`config.mk`:
```
export PLATFORM = sky130hd
export DESIGN_NAME = sc_event_logger
export DESIGN_NICKNAME = d
export VERILOG_FILES = /design/src/rtl/sc_mon_pkg.sv /design/src/rtl/sc_ev_fifo.sv /design/src/rtl/sc_event_logger.sv
export SDC_FILE = /design/constraint.sdc
export NUM_CORES = 1
export LEC_CHECK = 0
export ABC_AREA = 1
export ABC_CLOCK_PERIOD_IN_PS = 2800
export BUFFER_PORTS_ARGS = -buffer_cell sky130_fd_sc_hd__buf_2
export CELL_PAD_IN_SITES_DETAIL_PLACEMENT = 1
export CELL_PAD_IN_SITES_GLOBAL_PLACEMENT = 2
export CORE_AREA = 3 3 89 91
export CTS_BUF_LIST = sky130_fd_sc_hd__clkbuf_4
export CTS_CLUSTER_SIZE = 30
export DETAILED_ROUTE_END_ITERATION = 16
export DIE_AREA = 0 0 92 94
export PLACE_DENSITY_LB_ADDON = 0.1
export SYNTH_ARGS = -nofsm -noshare
export SYNTH_HDL_FRONTEND = slang
export SYNTH_SLANG_ARGS = --single-unit
```
`constraint.sdc`:
```
create_clock -name clk -period 2.8 [get_ports clk]
set_input_delay 0.56 -clock clk [delete_from_list [all_inputs] [get_ports clk]]
set_output_delay 0.56 -clock clk [all_outputs]
set_load 0.02 [all_outputs]
```
`src/rtl/sc_mon_pkg.sv`:
```
// Shared constants and helpers for the sc counter monitor blocks.
package sc_mon_pkg;

  localparam int CNT_W = 3;
  localparam logic [CNT_W-1:0] CNT_MAX  = 3'd7;
  localparam logic [3:0]       DROP_MAX = 4'd15;

  typedef enum logic [1:0] {
    EV_NONE = 2'b00,
    EV_CLR  = 2'b01,
    EV_SAT  = 2'b10,
    EV_ILL  = 2'b11
  } ev_code_e;

  // A step is legal if the counter holds, increments without wrapping,
  // or lands on zero right after a sampled clear request.
  function automatic logic step_legal(input logic [CNT_W-1:0] prev,
                                      input logic [CNT_W-1:0] cur,
                                      input logic             clr_q);
    return (cur == prev)
        || ((prev != CNT_MAX) && (cur == prev + CNT_W'(1)))
        || (clr_q && (cur == '0));
  endfunction

endpackage

```
`src/rtl/sc_ev_fifo.sv`:
```
// Generic synchronous FIFO; head is presented combinationally and forced to 0 when empty.
module sc_ev_fifo #(
  parameter int WIDTH = 10,
  parameter int DEPTH = 4
) (
  input  logic             clk,
  input  logic             rst_n,
  input  logic             push,
  input  logic [WIDTH-1:0] din,
  input  logic             pop,
  output logic [WIDTH-1:0] dout,
  output logic             full,
  output logic             empty
);

  localparam int PTR_W = $clog2(DEPTH);
  localparam logic [PTR_W:0] DEPTH_C = (PTR_W+1)'(DEPTH);

  logic [WIDTH-1:0] mem_q [DEPTH];
  logic [PTR_W-1:0] wr_ptr_q, wr_ptr_d;
  logic [PTR_W-1:0] rd_ptr_q, rd_ptr_d;
  logic [PTR_W:0]   count_q, count_d;
  logic             do_push, do_pop;

  assign empty   = (count_q == '0);
  assign full    = (count_q == DEPTH_C);
  assign do_pop  = pop && !empty;
  // A full FIFO still accepts a push when the head leaves in the same cycle.
  assign do_push = push && (!full || do_pop);
  assign dout    = empty ? '0 : mem_q[rd_ptr_q];

  always_comb begin
    wr_ptr_d = wr_ptr_q;
    rd_ptr_d = rd_ptr_q;
    count_d  = count_q;
    if (do_push) wr_ptr_d = wr_ptr_q + PTR_W'(1);
    if (do_pop)  rd_ptr_d = rd_ptr_q + PTR_W'(1);
    case ({do_push, do_pop})
      2'b10:   count_d = count_q + (PTR_W+1)'(1);
      2'b01:   count_d = count_q - (PTR_W+1)'(1);
      default: count_d = count_q;
    endcase
  end

  always_ff @(posedge clk or negedge rst_n) begin
    if (!rst_n) begin
      wr_ptr_q <= '0;
      rd_ptr_q <= '0;
      count_q  <= '0;
    end else begin
      wr_ptr_q <= wr_ptr_d;
      rd_ptr_q <= rd_ptr_d;
      count_q  <= count_d;
    end
  end

  always_ff @(posedge clk) begin
    if (do_push) mem_q[wr_ptr_q] <= din;
  end

endmodule

```
`src/rtl/sc_event_logger.sv`:
```
// Watches the sc counter output, classifies clear/saturation/illegal steps,
// timestamps them and queues them for a valid/ready consumer.
module sc_event_logger
  import sc_mon_pkg::*;
#(
  parameter int DEPTH = 4,
  parameter int TS_W  = 8
) (
  input  logic             clk,
  input  logic             rst_n,
  input  logic [CNT_W-1:0] cnt,
  input  logic             ctr_rst,
  output logic             ev_valid,
  input  logic             ev_ready,
  output logic [1:0]       ev_code,
  output logic [TS_W-1:0]  ev_ts,
  output logic             ovf,
  output logic [3:0]       drop_cnt,
  output logic             err
);

  logic [TS_W-1:0]  ts_q, ts_d;
  logic [CNT_W-1:0] prev_cnt_q;
  logic             ctr_rst_q;
  logic             armed_q;
  logic             ovf_q, ovf_d;
  logic [3:0]       drop_cnt_q, drop_cnt_d;
  logic             err_q, err_d;

  ev_code_e         ev_code_d;
  logic             ill;
  logic             ev_push;
  logic             pop_req;
  logic             drop;
  logic             fifo_full, fifo_empty;
  logic [TS_W+1:0]  fifo_dout;

  always_comb begin
    ev_code_d = EV_NONE;
    ill       = 1'b0;
    if (armed_q) begin
      ill = !step_legal(prev_cnt_q, cnt, ctr_rst_q);
      if (ctr_rst && !ctr_rst_q)
        ev_code_d = EV_CLR;
      else if (ill)
        ev_code_d = EV_ILL;
      else if ((prev_cnt_q == CNT_MAX - CNT_W'(1)) && (cnt == CNT_MAX))
        ev_code_d = EV_SAT;
    end
  end

  assign ev_push = (ev_code_d != EV_NONE);
  assign pop_req = ev_valid && ev_ready;
  // Full implies non-empty, so a pending pop always frees a slot.
  assign drop    = ev_push && fifo_full && !pop_req;

  always_comb begin
    ts_d       = ts_q + TS_W'(1);
    err_d      = ill;
    ovf_d      = ovf_q | drop;
    drop_cnt_d = drop_cnt_q;
    if (drop && (drop_cnt_q != DROP_MAX)) drop_cnt_d = drop_cnt_q + 4'd1;
  end

  always_ff @(posedge clk or negedge rst_n) begin
    if (!rst_n) begin
      ts_q       <= '0;
      prev_cnt_q <= '0;
      ctr_rst_q  <= 1'b0;
      armed_q    <= 1'b0;
      ovf_q      <= 1'b0;
      drop_cnt_q <= '0;
      err_q      <= 1'b0;
    end else begin
      ts_q       <= ts_d;
      prev_cnt_q <= cnt;
      ctr_rst_q  <= ctr_rst;
      armed_q    <= 1'b1;
      ovf_q      <= ovf_d;
      drop_cnt_q <= drop_cnt_d;
      err_q      <= err_d;
    end
  end

  sc_ev_fifo #(
    .WIDTH (TS_W + 2),
    .DEPTH (DEPTH)
  ) u_fifo (
    .clk   (clk),
    .rst_n (rst_n),
    .push  (ev_push),
    .din   ({ev_code_d, ts_q}),
    .pop   (ev_ready),
    .dout  (fifo_dout),
    .full  (fifo_full),
    .empty (fifo_empty)
  );

  assign ev_valid = !fifo_empty;
  assign ev_code  = fifo_dout[TS_W+1:TS_W];
  assign ev_ts    = fifo_dout[TS_W-1:0];
  assign ovf      = ovf_q;
  assign drop_cnt = drop_cnt_q;
  assign err      = err_q;

endmodule
```
==> flow_metrics.env, run 1 <==
export IMPL_outcome="finished clean"
export IMPL_wirelength_mm=5.92
export IMPL_vias=1929
export IMPL_htree_levels=3
export IMPL_setup_viol=0
export IMPL_cts_hold_buffers=0
export IMPL_worst_slew_pin_slew_ps=615
export IMPL_cts_root_buf="clkbuf_4"
export IMPL_synth_largest_area_cell="edfxtp_1"
export IMPL_synth_nets=286
export IMPL_grt_ovfl_total=0
export IMPL_maxCapViolations=0
export IMPL_max_freq_ghz=0.383
export IMPL_wl_met3_um=141
export IMPL_utilization_pct=47.9
export IMPL_post_drt_wl_per_cell_um=14.3
export IMPL_gp_congestion=0.715
export IMPL_yosysMostFrequentCell="nor2_1"
export IMPL_core_um2=7210
export IMPL_place_area_um2=3220
export IMPL_dpl_hpwl_mm=3.83
export IMPL_cts_sinks=66
export IMPL_ir_worst_vdd_v=0.000400
export IMPL_diodes=0
export IMPL_avgViaCountPerCell=4.67
export IMPL_ys_top_cells_by_count="48 x nor2_1, 40 x edfxtp_1, 28 x nand2_1"
export IMPL_cts_tree="built"
export IMPL_pwr_density_cell_nw_per_um2=990
export IMPL_die_x_um=92
export IMPL_yosysSeqAreaShare_pct=62.6
export IMPL_ys_warn_count=0
export IMPL_final_cell_area_um2=3460
export IMPL_cp_start_kind="flop"
export IMPL_final_instance_count_excl_fill=413
export IMPL_topRoutingLayerUsed="met4"
export IMPL_crit_required_ps=3100
export IMPL_drc=0
export IMPL_hold_ws_ps=143
export IMPL_dp_cells=390
export IMPL_syn_area_um2=2960
export IMPL_synth_area_top_cells="edfxtp_1 41%, dfrtp_1 22%, nor2_1 6.1%, ha_1 4.2%, nand2_1 3.6%"
export IMPL_yosys_register_bits=66
export IMPL_synth_edf_count=40
export IMPL_grt_pass1_wl_mm=9.80
export IMPL_antenna_found_initial=0
export IMPL_arrival_ps=2910
export IMPL_io_pins=24
export IMPL_totalNegativeSetupSlack_ps=0
export IMPL_postSynthCellCount=268
export IMPL_layout_nets=327
export IMPL_met2_length_mm=2.85
export IMPL_dieArea_um2=8650
export IMPL_final_hold_viol_count=0
export IMPL_maxSlewHeadroom_pct=59.0
export IMPL_dieHeight_um=94
export IMPL_synthArstFlopShare_pct=39.4
export IMPL_synthFlopType="edfxtp_1"
export IMPL_port_buffers=23
export IMPL_skew_ps=18.3
export IMPL_layout_drive_gt1_share_pct=25.2
export IMPL_rows=31
export IMPL_cts_max_path_buffers=2
export IMPL_start_util_pct=41.0
export IMPL_worst_path_max_fanout=7
export IMPL_min_period_ps=2610
export IMPL_synth_top_area_share_pct=40.6
export IMPL_slew_violations=0
export IMPL_first_iter_violations=101
export IMPL_rsz0062_at_grt="no"
export IMPL_cp_end_kind="flop"
export IMPL_grt_pass1_vias=1949
export IMPL_grt_max_degree=27
export IMPL_criticalPathCategory="flop to flop"
export IMPL_area_growth_pct=16.9
export IMPL_grtUsageTotal_pct=15.0
export IMPL_dr_pass1_iters=4
export IMPL_syn_avg_cell_area_um2=11.0
export IMPL_path_clk_slew_ps=110
export IMPL_wl_met1_mm=2.81
export IMPL_cellLeakagePower_nw=1.53
export IMPL_clock_latency_ps=420
export IMPL_ys_types=28
export IMPL_numCtsBuffers=9
export IMPL_hp_class="primary input to async pin"
export IMPL_ant_nets=0
export IMPL_finalCritPeriodShare_pct=93.2
[layout make-up]
| type | count | area (µm²) |
|---|---|---|
| tap | 99 | 124 |
| timing repair buffer | 37 | 220 |
| inverter | 30 | 113 |
| fill | 810 | 3760 |
| clock buffer | 10 | 75.1 |
| clock inverter | 6 | 82.6 |
| multi-input combinational | 165 | 992 |
| sequential | 66 | 1850 |
[registers in the layout, indices dropped and copies added (netlist names)]
register and cells:
u_fifo.mem_q 40, ts_q 8, drop_cnt 4, prev_cnt_q 3, u_fifo.count_q 3, u_fifo.rd_ptr_q 2
u_fifo.wr_ptr_q 2, armed_q 1, ctr_rst_q 1, err 1, ovf 1
[cell families after synthesis]
logic type / after synthesis / synth area share [%]
AO/OA/AOI/OAI: 35 / 6.38
XOR/XNOR: 13 / 3.85
adder cells (fa/ha/maj): 11 / 4.90
buffers and inverters: 37 / 4.74
flip-flops: 66 / 62.6
other: 1 / 0.127
AND/OR/NAND/NOR: 105 / 17.4
[power breakdown]
group | switching, mW | total [mW] | leakage [nW] | internal [mW]
clock | 0.346 | 0.714 | 0.0862 | 0.368
combinational | 0.887 | 1.36 | 0.744 | 0.476
sequential | 0.0946 | 1.35 | 0.697 | 1.25
total | 1.33 | 3.42 | 1.53 | 2.10
[cell usage in the layout, fill, tap and decap left out, types with 7 or more instances in the layout]
master | synthesis | layout
dfrtp_1 | 26 | 26
o21ai_1 | 7 | 7
nand3_1 | 8 | 8
xor2_1 | 9 | 9
nor2_1 | 48 | 48
edfxtp_1 | 40 | 40
nand2_1 | 28 | 28
inv_1 | 25 | 24
o21ai_0 | 15 | 14
buf_4 | 0 | 14
ha_1 | 10 | 8
buf_2 | 1 | 23
a21oi_1 | 11 | 10
clkbuf_4 | 0 | 10
[worst max-delay path: stages (launching register included)]
cell and delay [ps]:
dfrtp_1 420, ha_2 190, ha_1 280, nand2_1 80, nand2_1 50, nor2_1 90
nand2_1 70, nand3_2 90, nand2_2 80, nand2_4 100, nand2_8 80, nand2_8 90
ha_4 120, inv_2 50, fa_2 380, a21oi_2 140, o21ai_2 70, xor2_1 130
[worst paths after layout]
kind                                                   to  slack (ps)                    start  cells after the start
setup / recovery            u_fifo.count_q[2]$_DFFE_PN0P_         190  prev_cnt_q[0]$_DFF_PN0_                     17
hold / removal             u_fifo.rd_ptr_q[0]$_DFFE_PN0P_         140                    rst_n                      1
setup reg to reg            u_fifo.count_q[2]$_DFFE_PN0P_         190  prev_cnt_q[0]$_DFF_PN0_                     17
hold reg to reg                             ovf$_DFF_PN0_         480            ovf$_DFF_PN0_                      1
max in group asynchronous             ctr_rst_q$_DFF_PN0_        2240                    rst_n                      1
min in group clk                  prev_cnt_q[0]$_DFF_PN0_         300                   cnt[0]                      1
[stage by stage]
| step | power [mW] | setup WS (ps) |
|---|---|---|
| after floorplan | 2.26 | 236 |
| after global placement | 2.68 | 131 |
| after detailed placement | 2.70 | 41.3 |
| after CTS | 3.42 | 15.1 |
| after global routing | 3.69 | 13.6 |
| final | 3.42 | 190 |
[what timing repair did]
item | 4_1_cts | 5_1_grt
gates resized for setup | 0 | 8
buffers inserted | 0 | 7
endpoints found under the setup margin | 0 | 2
[layer usage]
metal	global-route usage (%)	vias to the layer above
li1	-	967
met3	2.64	11
met4	7.43	0
met5	0	-
met1	19.7	924
met2	24.1	27
No activity file was read; power rests on OpenSTA's default activity.
==> inputs of run 2 (changes only) <==
==> config.mk (replaced) <==
export PLATFORM = sky130hd
export DESIGN_NAME = sc_event_logger
export DESIGN_NICKNAME = d
export VERILOG_FILES = /design/src/rtl/sc_mon_pkg.sv /design/src/rtl/sc_ev_fifo.sv /design/src/rtl/sc_event_logger.sv
export SDC_FILE = /design/constraint.sdc
export NUM_CORES = 1
export LEC_CHECK = 0
export ABC_AREA = 1
export ABC_CLOCK_PERIOD_IN_PS = 2800
export BUFFER_PORTS_ARGS = -buffer_cell sky130_fd_sc_hd__buf_4
export CORE_AREA = 3 3 78 80
export CTS_BUF_LIST = sky130_fd_sc_hd__clkbuf_4
export CTS_CLUSTER_SIZE = 30
export DETAILED_ROUTE_END_ITERATION = 16
export DIE_AREA = 0 0 81 83
export PLACE_DENSITY = 0.72
export SYNTH_ARGS = -nofsm -noshare
export SYNTH_HDL_FRONTEND = slang
export SYNTH_SLANG_ARGS = --single-unit
==> flow_metrics.env, run 2 (synthesis results as in run 1) <==
export IMPL_core_um2=5470
export IMPL_layout_drive_gt1_share_pct=24.2
export IMPL_dpl_hpwl_mm=3.39
export IMPL_cp_end_kind="flop"
export IMPL_maxCapViolations=0
export IMPL_rows=27
export IMPL_place_worst_setup_slack_ps=40.6
export IMPL_worst_path_max_fanout=6
export IMPL_hold_ws_ps=42.9
export IMPL_vias=1899
export IMPL_mostFrequentLayoutCells="48 x nor2_1, 40 x edfxtp_1, 33 x buf_4"
export IMPL_cellLeakagePower_nw=1.51
export IMPL_regMostFlops="u_fifo.mem_q"
export IMPL_hp_class="primary input to async pin"
export IMPL_wirelength_mm=5.27
export IMPL_grtUsageTotal_pct=17.7
export IMPL_antenna_found_initial=0
export IMPL_cts_tree="built"
export IMPL_r2r_cells=18
export IMPL_dieHeight_um=83
export IMPL_setup_viol=0
export IMPL_pwr_share_comb_pct=41.1
export IMPL_grt_pass1_vias=1824
export IMPL_post_drt_wl_per_cell_um=13.8
export IMPL_p_int_mw=2.06
export IMPL_ant_nets=0
export IMPL_die_x_um=81
export IMPL_final_instance_count_excl_fill=382
export IMPL_layout_commonest_cell="nor2_1"
export IMPL_cts_root_buf="clkbuf_4"
export IMPL_gp_congestion=0.751
export IMPL_final_hold_viol_count=0
export IMPL_htree_levels=3
export IMPL_finalCritPeriodShare_pct=92.3
export IMPL_pwr_density_cell_nw_per_um2=980
export IMPL_cts_sinks=66
export IMPL_cts_max_path_buffers=2
export IMPL_grt_ovfl_total=0
export IMPL_ir_worst_vdd_v=0.000516
export IMPL_outcome="finished clean"
export IMPL_switching_share_pct=38.9
export IMPL_fin_ws_ps=216
export IMPL_dr_pass1_iters=4
export IMPL_dp_cells=361
export IMPL_first_iter_violations=198
export IMPL_criticalPathCategory="flop to flop"
export IMPL_start_util_pct=54.1
export IMPL_worst_slew_pin_slew_ps=553
export IMPL_cp_start_kind="flop"
export IMPL_slew_violations=0
export IMPL_path_clk_slew_ps=110
export IMPL_clock_latency_ps=410
export IMPL_numCtsBuffers=9
export IMPL_sequentialPowerShare_pct=40.7
export IMPL_layout_nets=323
export IMPL_io_pins=24
export IMPL_crit_required_ps=3100
export IMPL_diodes=0
export IMPL_skew_ps=11.2
export IMPL_largest_register_ffs=40
export IMPL_switching_power_mw=1.31
export IMPL_min_period_ps=2580
export IMPL_grt_pass1_wl_mm=8.80
export IMPL_port_buffers=23
export IMPL_avgViaCountPerCell=4.97
export IMPL_grt_max_degree=27
export IMPL_p_clk_share_pct=18.3
export IMPL_max_freq_ghz=0.387
export IMPL_area_growth_pct=16.2
export IMPL_dieArea_um2=6720
export IMPL_cts_hold_buffers=0
export IMPL_maxSlewHeadroom_pct=63.1
export IMPL_utilization_pct=62.8
export IMPL_arrival_ps=2880
export IMPL_drc=0
## run 2: cell count changes in the layout (fill, tap and decap cells not counted), sizes merged
cell      delta
buf          -4
bufinv       -1
clkbuf       -1
clkinvlp     +1
inv          +1
## run 2: critical path: stages, from the launching register on
cell     delay, ps
dfrtp_1        430
ha_2           200
ha_4           260
inv_1           40
nand2_1         50
nand2_1         50
nor2_1          70
nand2_1         70
nand3_2         90
nand2_2         80
nand2_4        100
nand2_8         70
nand2_8         90
ha_4           130
inv_2           50
fa_2           360
a21oi_2        110
o21ai_1         80
xor2_1         140
## run 2: per-layer routing
metal / part of all wire (%) / track usage [%] / vias up
met5: 0 / 0 / -
met4: 2.2 / 8.29 / 0
met3: 4.1 / 5.53 / 10
met2: 49 / 26.1 / 29
met1: 44 / 23.7 / 903
li1: - / - / 957
## run 2: power by group through the flow
stage	clock (mW)	combinational, mW	sequential, mW
finish	0.616	1.38	1.37
global route	0.687	1.56	1.40
CTS	0.638	1.35	1.37
detailed placement	0	1.35	1.40
global placement	0	1.33	1.39
floorplan	0	0.875	1.39
## run 2: worst paths after layout
check | from | endpoint | slack, ps
worst max-delay path | prev_cnt_q[1]$_DFF_PN0_ | u_fifo.count_q[2]$_DFFE_PN0P_ | 220
worst min-delay path | rst_n | ts_q[6]$_DFF_PN0_ | 40
worst max register to register | prev_cnt_q[1]$_DFF_PN0_ | u_fifo.count_q[2]$_DFFE_PN0P_ | 220
worst min register to register | ovf$_DFF_PN0_ | ovf$_DFF_PN0_ | 480
max in group asynchronous | rst_n | ts_q[2]$_DFF_PN0_ | 2500
min in group clk | cnt[0] | prev_cnt_q[0]$_DFF_PN0_ | 280
## run 2: stage by stage
| stage | area (µm²) | power [mW] | TNS, ps |
|---|---|---|---|
| 2_1_floorplan | 2960 | 2.26 | 0 |
| 3_3_place_gp | 3230 | 2.72 | 0 |
| 3_5_place_dp | 3230 | 2.74 | 0 |
| 4_1_cts | 3370 | 3.36 | 0 |
| 5_1_grt | 3440 | 3.64 | -41.2 |
| 6_report | 3440 | 3.37 | 0 |
## run 2: layout make-up
| type | count | area, µm² |
|---|---|---|
| fillers | 452 | 2030 |
| flip-flops and latches | 66 | 1850 |
| multi-input cells | 165 | 1000 |
| repair buffers | 33 | 248 |
| inverters | 30 | 113 |
| well taps | 72 | 90.1 |
| clock inverters | 7 | 68.8 |
| clock buffers | 9 | 67.6 |
## run 2: what timing repair did
item                       in CTS  in global routing
hold endpoints to repair        0                  0
gates resized for setup         0                  8
setup buffers                   0                  5
setup endpoints to repair       0                  2
